**src/rtl/clkchk_mph.sv**
```systemverilog
`default_nettype none
// ============================================================================
// Module   : clkchk_mph
// Purpose  : Checks a one-hot rotating multi-phase clock bus for one-hot
//            validity and rotation, with lock tracking and error counting.
// Revision : 1.0  initial release
// ============================================================================
module clkchk_mph #(
    parameter int Np       = 4,
    parameter int LOCK_N   = 8,
    parameter int UNLOCK_N = 2,
    parameter int CW       = 8,
    localparam int IW      = (Np > 2) ? $clog2(Np) : 1
) (
    input  logic          cki,
    input  logic          rst,
    input  logic [Np-1:0] phi,
    input  logic          clr_cnt,
    output logic [IW-1:0] idx,
    output logic          vld,
    output logic          locked,
    output logic          err,
    output logic [CW-1:0] err_cnt
);

    localparam int MAXN = (LOCK_N > UNLOCK_N) ? LOCK_N : UNLOCK_N;
    localparam int CNTW = $clog2(MAXN) + 1;
    localparam logic [CNTW-1:0] LOCK_LAST   = CNTW'(LOCK_N - 1);
    localparam logic [CNTW-1:0] UNLOCK_LAST = CNTW'(UNLOCK_N - 1);

    generate
        if (Np < 2) begin : g_bad_np
            $error("clkchk_mph: Np must be >= 2");
        end
        if (LOCK_N < 1 || UNLOCK_N < 1) begin : g_bad_thresh
            $error("clkchk_mph: LOCK_N and UNLOCK_N must be >= 1");
        end
    endgenerate

    typedef enum logic [0:0] {
        ACQ  = 1'b0,
        LOCK = 1'b1
    } state_t;

    state_t          state, state_n;
    logic [CNTW-1:0] gcnt, gcnt_n;
    logic [CNTW-1:0] mcnt, mcnt_n;
    logic [Np-1:0]   s1;
    logic            h;
    logic            onehot, good, bad, err_n;
    logic [IW-1:0]   idx_n;
    logic [CW-1:0]   cnt_n;

    // Expected phase moves one bit up, MSB wrapping to bit 0.
    assign onehot = $onehot(phi);
    assign good   = onehot && h && (phi == {s1[Np-2:0], s1[Np-1]});
    assign bad    = h && !good;

    always_comb begin
        idx_n = idx;
        if (onehot) begin
            for (int i = 0; i < Np; i++) begin
                if (phi[i]) idx_n = IW'(i);
            end
        end
    end

    always_comb begin
        state_n = state;
        gcnt_n  = gcnt;
        mcnt_n  = mcnt;
        err_n   = 1'b0;
        case (state)
            ACQ: begin
                if (good) begin
                    if (gcnt == LOCK_LAST) begin
                        state_n = LOCK;
                        gcnt_n  = '0;
                    end else begin
                        gcnt_n = gcnt + CNTW'(1);
                    end
                end else if (bad) begin
                    gcnt_n = '0;
                end
            end
            LOCK: begin
                if (good) begin
                    mcnt_n = '0;
                end else if (bad) begin
                    err_n = 1'b1;
                    if (mcnt == UNLOCK_LAST) begin
                        state_n = ACQ;
                        mcnt_n  = '0;
                        gcnt_n  = '0;
                    end else begin
                        mcnt_n = mcnt + CNTW'(1);
                    end
                end
            end
            default: begin
                state_n = ACQ;
                gcnt_n  = '0;
                mcnt_n  = '0;
            end
        endcase
    end

    // A clear coinciding with a new error leaves that error counted.
    always_comb begin
        cnt_n = err_cnt;
        if (clr_cnt) begin
            cnt_n = err_n ? CW'(1) : '0;
        end else if (err_n && (err_cnt != {CW{1'b1}})) begin
            cnt_n = err_cnt + CW'(1);
        end
    end

    always_ff @(posedge cki) begin
        if (rst) begin
            state   <= ACQ;
            gcnt    <= '0;
            mcnt    <= '0;
            s1      <= '0;
            h       <= 1'b0;
            idx     <= '0;
            vld     <= 1'b0;
            locked  <= 1'b0;
            err     <= 1'b0;
            err_cnt <= '0;
        end else begin
            state   <= state_n;
            gcnt    <= gcnt_n;
            mcnt    <= mcnt_n;
            s1      <= phi;
            h       <= 1'b1;
            idx     <= idx_n;
            vld     <= onehot;
            locked  <= (state_n == LOCK);
            err     <= err_n;
            err_cnt <= cnt_n;
        end
    end

endmodule
`default_nettype wire

```
**config.mk**
```make
export PLATFORM = sky130hd
export DESIGN_NAME = clkchk_mph
export DESIGN_NICKNAME = d
export VERILOG_FILES = /design/src/rtl/clkchk_mph.sv
export SDC_FILE = /design/constraint.sdc
export NUM_CORES = 1
export LEC_CHECK = 0
export BUFFER_PORTS_ARGS = -buffer_cell sky130_fd_sc_hd__buf_2
export CORE_UTILIZATION = 40
export DETAILED_ROUTE_END_ITERATION = 8
export GPL_TIMING_DRIVEN = 0
export MAX_ROUTING_LAYER = met4
export PLACE_DENSITY_LB_ADDON = 0.3
export SLEW_MARGIN = 15
export SYNTH_ARGS = -nofsm -noshare
export SYNTH_HDL_FRONTEND = slang
export SYNTH_SLANG_ARGS = --single-unit
```
**constraint.sdc**
```tcl
create_clock -name cki -period 3.8 [get_ports cki]
set_clock_uncertainty 0.2 [all_clocks]
set_input_delay 0.38 -clock cki [delete_from_list [all_inputs] [get_ports cki]]
set_output_delay 0.38 -clock cki [all_outputs]
set_load 0.01 [all_outputs]
```
==> summary.md, run 1 <==
| Metric | Value |
|---|---|
| Slew HR | `65.7%` |
| Critical Path End Type | `flop` |
| Crit path DAT | `2.91 ns` |
| GRT Util Overall | `18.4%` |
| Diodes inserted | `0` |
| Syn-to-layout area delta | `13.8%` |
| Cell family with most CP delay | `adder cells` |
| Largest net degree at the start of global routing | `15` |
| Routed Wire Length | `2.78 mm` |
| Slew Limit Fails | `0` |
| Initial core utilization | `43.2%` |
| Post-synth net total | `173` |
| Max cap viols | `0` |
| CP max FO | `10` |
| # IOs | `20` |
| First-pass GRT wire length | `4.82 mm` |
| Status | `complete, no violations` |
| Slowest-stage cell, CP | `fa_1` |
| Top_reg_cell synth | `dfxtp_1` |
| Die width | `60.1 um` |
| Async SR Flop Fraction | `0%` |
| Share of cells above drive strength 1 | `17.1%` |
| Post-CTS Hold Fix Bufs | `0` |
| DR WL met3 | `119 um` |
| DR iter-0 viols | `41` |
| Synth area leaders | `dfxtp_1, ha_1, a21oi_1, o21ai_0, inv_1` |
| Top cell type's share of synthesized area | `38.6%` |
| Final hold violation count | `0` |
| DR top layer | `met4` |
| CTS Buf Count | `3` |
| #FFs+latches synth | `26` |
| Netlist Area Pre-Place | `1350 um2` |
| Worst-Margin Slew | `0.514 ns` |
| CTS tree | `built` |
| Clock root cell | `clkbuf_4` |
| CTS Buffer Depth | `2` |
| Final ANT Viol Nets | `0` |
| GRT overflow | `0` |
| Critical path type | `in -> reg` |
| Clock transition at the registers of the reported paths | `0.15 ns` |
| Final period util | `75.4%` |
| Type of origin of the critical path | `input pin` |
| Critical path buffer and inverter count | `4` |
| Initial antenna violation count | `0` |
| Peak supply drop | `172 uV` |
| Setup tns final | `0 ns` |
| H-Tree Depth | `1` |
| Synth area leader | `dfxtp_1` |
| Seq/Total Area, Yosys | `38.6%` |
| Wire length on met1 | `1.34 mm` |
| Pre-antenna DRT Iters | `4` |
| Via density | `5.33` |
| Die Y | `60.1 um` |
| Setup Buffers After CTS | `0` |
| Vias | `1199` |
| Worst-path cell chain | `buf_2 -> inv_1 -> fa_1 -> inv_1 -> ha_1 -> ha_1 -> or3b_4 -> nor2_4 -> a21o_1 -> buf_6 -> nor4_1 -> a211oi_1` |
| Count leader, synth | `dfxtp_1` |
| Placer congestion estimate | `0.876` |
| Worst Path Required | `3.85 ns` |
| Worst skew pair latency | `0.33 ns` |
| Final setup violation count | `0` |
| Remaining DRCs | `0` |
| CTS resizes | `0` |
| Count of cell types in the netlist | `42` |
| Min Hold Slack | `0.127 ns` |
| Syn. warnings | `0` |
| Crit path time final | `2.86 ns` |
| Nets | `197` |
| Fmax | `349 MHz` |
| Number of global-route vias before repair | `1103` |
| Syn Area/Cell | `8.54 um2` |
| Core Area | `3130 um2` |
| Syn Inst Count | `158` |
| Dpl hpwl | `2.04 mm` |
| Fill cells | `314` |
| Synth cell count leaders | `dfxtp_1, a21oi_1, inv_1, nand2_1, o21ai_0` |
| Post-synth EDFFs | `0` |
| WL per Instance | `12.3 um` |
| Power density over the cells | `314 nW/um2` |
| Worst hold path type | `in -> reg` |
| Met2 wire len | `1.27 mm` |
| Die Area | `3610 um2` |
| Clock sink total | `26` |
| Unrepaired setup endpoints after global routing | `false` |
| P_leak | `0.593 nW` |
| Critical path's largest stage delay | `0.54 ns` |
| Port bufs | `19` |
| FP Rows | `20` |
[logic make-up after synthesis]
logic type      share of synthesized area, %
simple gates                            24.4
compound gates                          20.0
flops                                   38.6
buf+inv                                 5.84
fa+ha+maj                               7.97
xor+xnor                                3.24
[tightest hold or removal path: stages]
cell	delay (ns)
buf_2	0.12
inv_1	0.08
nor2_1	0.05
[final timing paths]
check	start	depth (start not counted)	slack [ns]	end
setup / recovery	phi[0]	12	0.94	err_cnt[7]$_SDFFE_PP0P_
setup reg to reg	h$_DFF_P_	4	1.91	err_cnt[4]$_SDFFE_PP0P_
hold / removal	phi[3]	3	0.13	s1[3]$_SDFF_PP0_
hold reg to reg	mcnt[3]$_SDFFE_PP0P_	2	0.29	mcnt[3]$_SDFFE_PP0P_
[layout make-up]
type                    count  area, um2  share of cell area (%)
multi-input cells         114        751                    48.9
flip-flops and latches     26        520                    33.9
repair buffers             19       95.1                    6.19
well taps                  44       55.1                    3.58
inverters                  13       48.8                    3.18
clock buffers               4       36.3                    2.36
plain buffers               5       30.0                    1.95
[flip-flops by register name, summed over array words and instances (netlist names)]
register	count
idx	2
err	1
state	1
vld	1
s1	4
mcnt	4
h	1
gcnt	4
err_cnt	8
[layout by cell type, fill, tap and decap left out, drive strengths merged, types with 2 or more instances in the layout]
cell type,netlist,final
or3,3,3
clkbuf,2,6
a21o,3,3
o32ai,3,3
nor2,12,12
and2,2,2
nand2,13,13
xor2,4,4
nor3,3,3
nor2b,4,4
o21ai,13,13
or4,3,3
buf,3,22
inv,13,13
nor3b,3,3
ha,7,7
o31ai,2,2
nand3,6,6
nand4,3,3
a21oi,14,14
dfxtp,26,26
[stage by stage]
step	setup slack [ns]	util, %	cells	cell area [um2]	total power, mW
CTS	0.943	49.1	225	1540	0.487
floorplan	0.907	-	158	1350	0.327
detailed placement	0.592	48.0	221	1500	0.344
global placement	0.642	48.0	221	1500	0.342
global route	0.774	49.1	225	1540	0.505
finish	0.936	49.1	225	1540	0.482
[routing by layer]
layer	GRT usage (%)	vias up
met2	29.4	24
met1	22.9	565
li1	-	606
met4	7.97	0
met5	-	-
met3	3.03	4
[report_power, final]
part           leakage [nW]  internal [mW]  total, mW  switching (mW)
sequential            0.211          0.280      0.283         0.00391
clock                0.0210         0.0587      0.144          0.0857
combinational         0.361         0.0229     0.0546          0.0317
Power figures use the tool's default switching activity.
==> run 2, diff against run 1 <==
==> constraint.sdc (replaced) <==
create_clock -name cki -period 2.59 [get_ports cki]
set_clock_uncertainty 0.2 [all_clocks]
set_input_delay 0.259 -clock cki [delete_from_list [all_inputs] [get_ports cki]]
set_output_delay 0.259 -clock cki [all_outputs]
set_load 0.01 [all_outputs]
==> run 2 against run 1 <==
Net effect:
- design area rose by 8.6%
- count of clock-buffer cells in the layout is the same
- first-iteration DRC count is 9.8% higher
- critical path type unchanged
- critical path depth did not move
- utilization increased by 4.2 points
- flip-flop and latch count unchanged
- die area stayed put
==> summary.md, run 2 (synthesis results as in run 1) <==
| Metric | Value |
|---|---|
| Syn-to-layout area delta | `23.6%` |
| Register Area | `520 um2` |
| Cell family with most CP delay | `adder cells` |
| Fill cells | `293` |
| FP Rows | `20` |
| Crit path time final | `2.52 ns` |
| Setup tns final | `0 ns` |
| Highest-count cells in the layout ignoring fill and taps | `dfxtp_1, buf_2, nand2_1, a21oi_1, o21ai_0` |
| Largest net degree at the start of global routing | `15` |
| Worst-Margin Slew | `0.482 ns` |
| P_leak | `0.639 nW` |
| Wire length on met1 | `1.40 mm` |
| Critical path's largest stage delay | `0.52 ns` |
| DR top layer | `met4` |
| Final hold violation count | `0` |
| Dpl hpwl | `2.16 mm` |
| Clock root cell | `clkbuf_4` |
| Slowest-stage cell, CP | `fa_1` |
| Remaining DRCs | `0` |
| GRT Util Overall | `18.3%` |
| Die Area | `3610 um2` |
| Min Hold Slack | `0.0345 ns` |
| Register bank with the most flops | `err_cnt` |
| Peak supply drop | `285 uV` |
| CTS tree | `built` |
| Critical path type | `in -> reg` |
| Pre-antenna DRT Iters | `4` |
| Initial antenna violation count | `0` |
| GRT overflow | `0` |
| Die width | `60.1 um` |
| CTS Buf Count | `3` |
| Clock sink total | `26` |
| Critical Path End Type | `flop` |
| DR iter-0 viols | `45` |
| First-pass GRT wire length | `4.86 mm` |
| Die Y | `60.1 um` |
| Met2 wire len | `1.46 mm` |
| CP max FO | `6` |
| Total power | `725 uW` |
| WL per Instance | `12.8 um` |
| Via density | `5.21` |
| Share of cells above drive strength 1 | `23.8%` |
| DR WL met3 | `84 um` |
| Power density over the cells | `435 nW/um2` |
| Final period util | `97.4%` |
| Worst Path Required | `2.62 ns` |
| Critical path buffer and inverter count | `4` |
| Slew Limit Fails | `0` |
| Status | `complete, no violations` |
| Port bufs | `19` |
| # IOs | `20` |
| Number of global-route vias before repair | `1139` |
| H-Tree Depth | `1` |
| Slew HR | `67.0%` |
| Worst hold path type | `in -> reg` |
| Placed inst area | `1530 um2` |
| Area of the multi-input gates | `783 um2` |
| CTS Buffer Depth | `2` |
| Max reg flops | `8` |
| Vias | `1215` |
| Final ANT Viol Nets | `0` |
| Routed Wire Length | `2.98 mm` |
| Non-filler cells, final | `233` |
| Worst-path cell chain | `buf_12 -> inv_8 -> fa_1 -> inv_1 -> ha_2 -> ha_4 -> or3b_4 -> nor2_4 -> a21o_1 -> buf_6 -> nor2_1 -> a32o_1` |
| Crit path DAT | `2.55 ns` |
| Final non-filler cell area | `1670 um2` |
| Core Area | `3130 um2` |
| Final setup violation count | `0` |
| Max cap viols | `0` |
| Worst skew pair latency | `0.32 ns` |
| Most common cell after layout, fill and taps aside | `dfxtp_1` |
| Diodes inserted | `0` |
| Initial core utilization | `43.2%` |
| Type of origin of the critical path | `input pin` |
| Nets | `205` |
| Placed Cells | `221` |
| Clock transition at the registers of the reported paths | `0.15 ns` |
| Fmax | `396 MHz` |
| Placer congestion estimate | `0.870` |
==> run 2: cell types whose count changed in the layout (fill, tap and decap cells not counted), moves of 2 or more <==
cell           change
buf_2              -2
buf_4              +4
buf_6              +2
dlygate4sd3_1      +3
ha_1               -2
inv_1              -3
inv_2              +2
==> run 2: timing repair <==
item,CTS,global route
gates resized for setup,0,10
buffers inserted,2,2
endpoints found under the setup margin,2,12
pin swaps,0,5
hold buffers,3,0
gates cloned,0,1
hold endpoints to repair,3,0
==> run 2: power breakdown <==
part | total, mW | switching (mW) | leakage, nW | internal, mW
clock network | 0.210 | 0.124 | 0.0210 | 0.0860
registers | 0.416 | 0.00580 | 0.211 | 0.410
logic | 0.0998 | 0.0523 | 0.406 | 0.0476
==> run 2: worst paths after layout <==
kind,from,to,slack (ns),cells past startpoint
min,clr_cnt,err_cnt[0]$_SDFFE_PP0P_,0.03,4
max,phi[3],mcnt[2]$_SDFFE_PP0P_,0.07,12
min reg2reg,mcnt[3]$_SDFFE_PP0P_,mcnt[3]$_SDFFE_PP0P_,0.29,2
max reg2reg,h$_DFF_P_,err_cnt[5]$_SDFFE_PP0P_,0.60,5
==> run 2: layout make-up <==
type                       instances  area share [%]
buffer                             5            2.02
clock buffer                       4            2.17
inverter                          13            3.37
multi-input combinational        114            46.9
sequential                        26            31.2
tap                               44            3.30
timing repair buffer              27            11.0
==> run 2: stage by stage <==
stage / util [%] / setup slack (ns)
6_report: 53.4 / 0.0667
5_1_grt: 53.4 / -0.00741
4_1_cts: 51.5 / 0.00899
3_5_place_dp: 48.9 / -0.391
3_3_place_gp: 48.9 / -0.392
2_1_floorplan: - / -0.0321
==> run 2: layer usage <==
metal	GRT usage, %	up-vias
met4	7.97	0
met5	-	-
met3	1.95	4
met2	30.6	17
met1	22.2	566
li1	-	628
==> run 2: worst reg2reg max path: cells and delay by family (launching register included) <==
kind / cells / cell delay [ns]
AND/OR/NAND/NOR: 2 / 0.69
flip-flops: 1 / 0.52
AO/OA/AOI/OAI: 2 / 0.38
buffers and inverters: 1 / 0.15
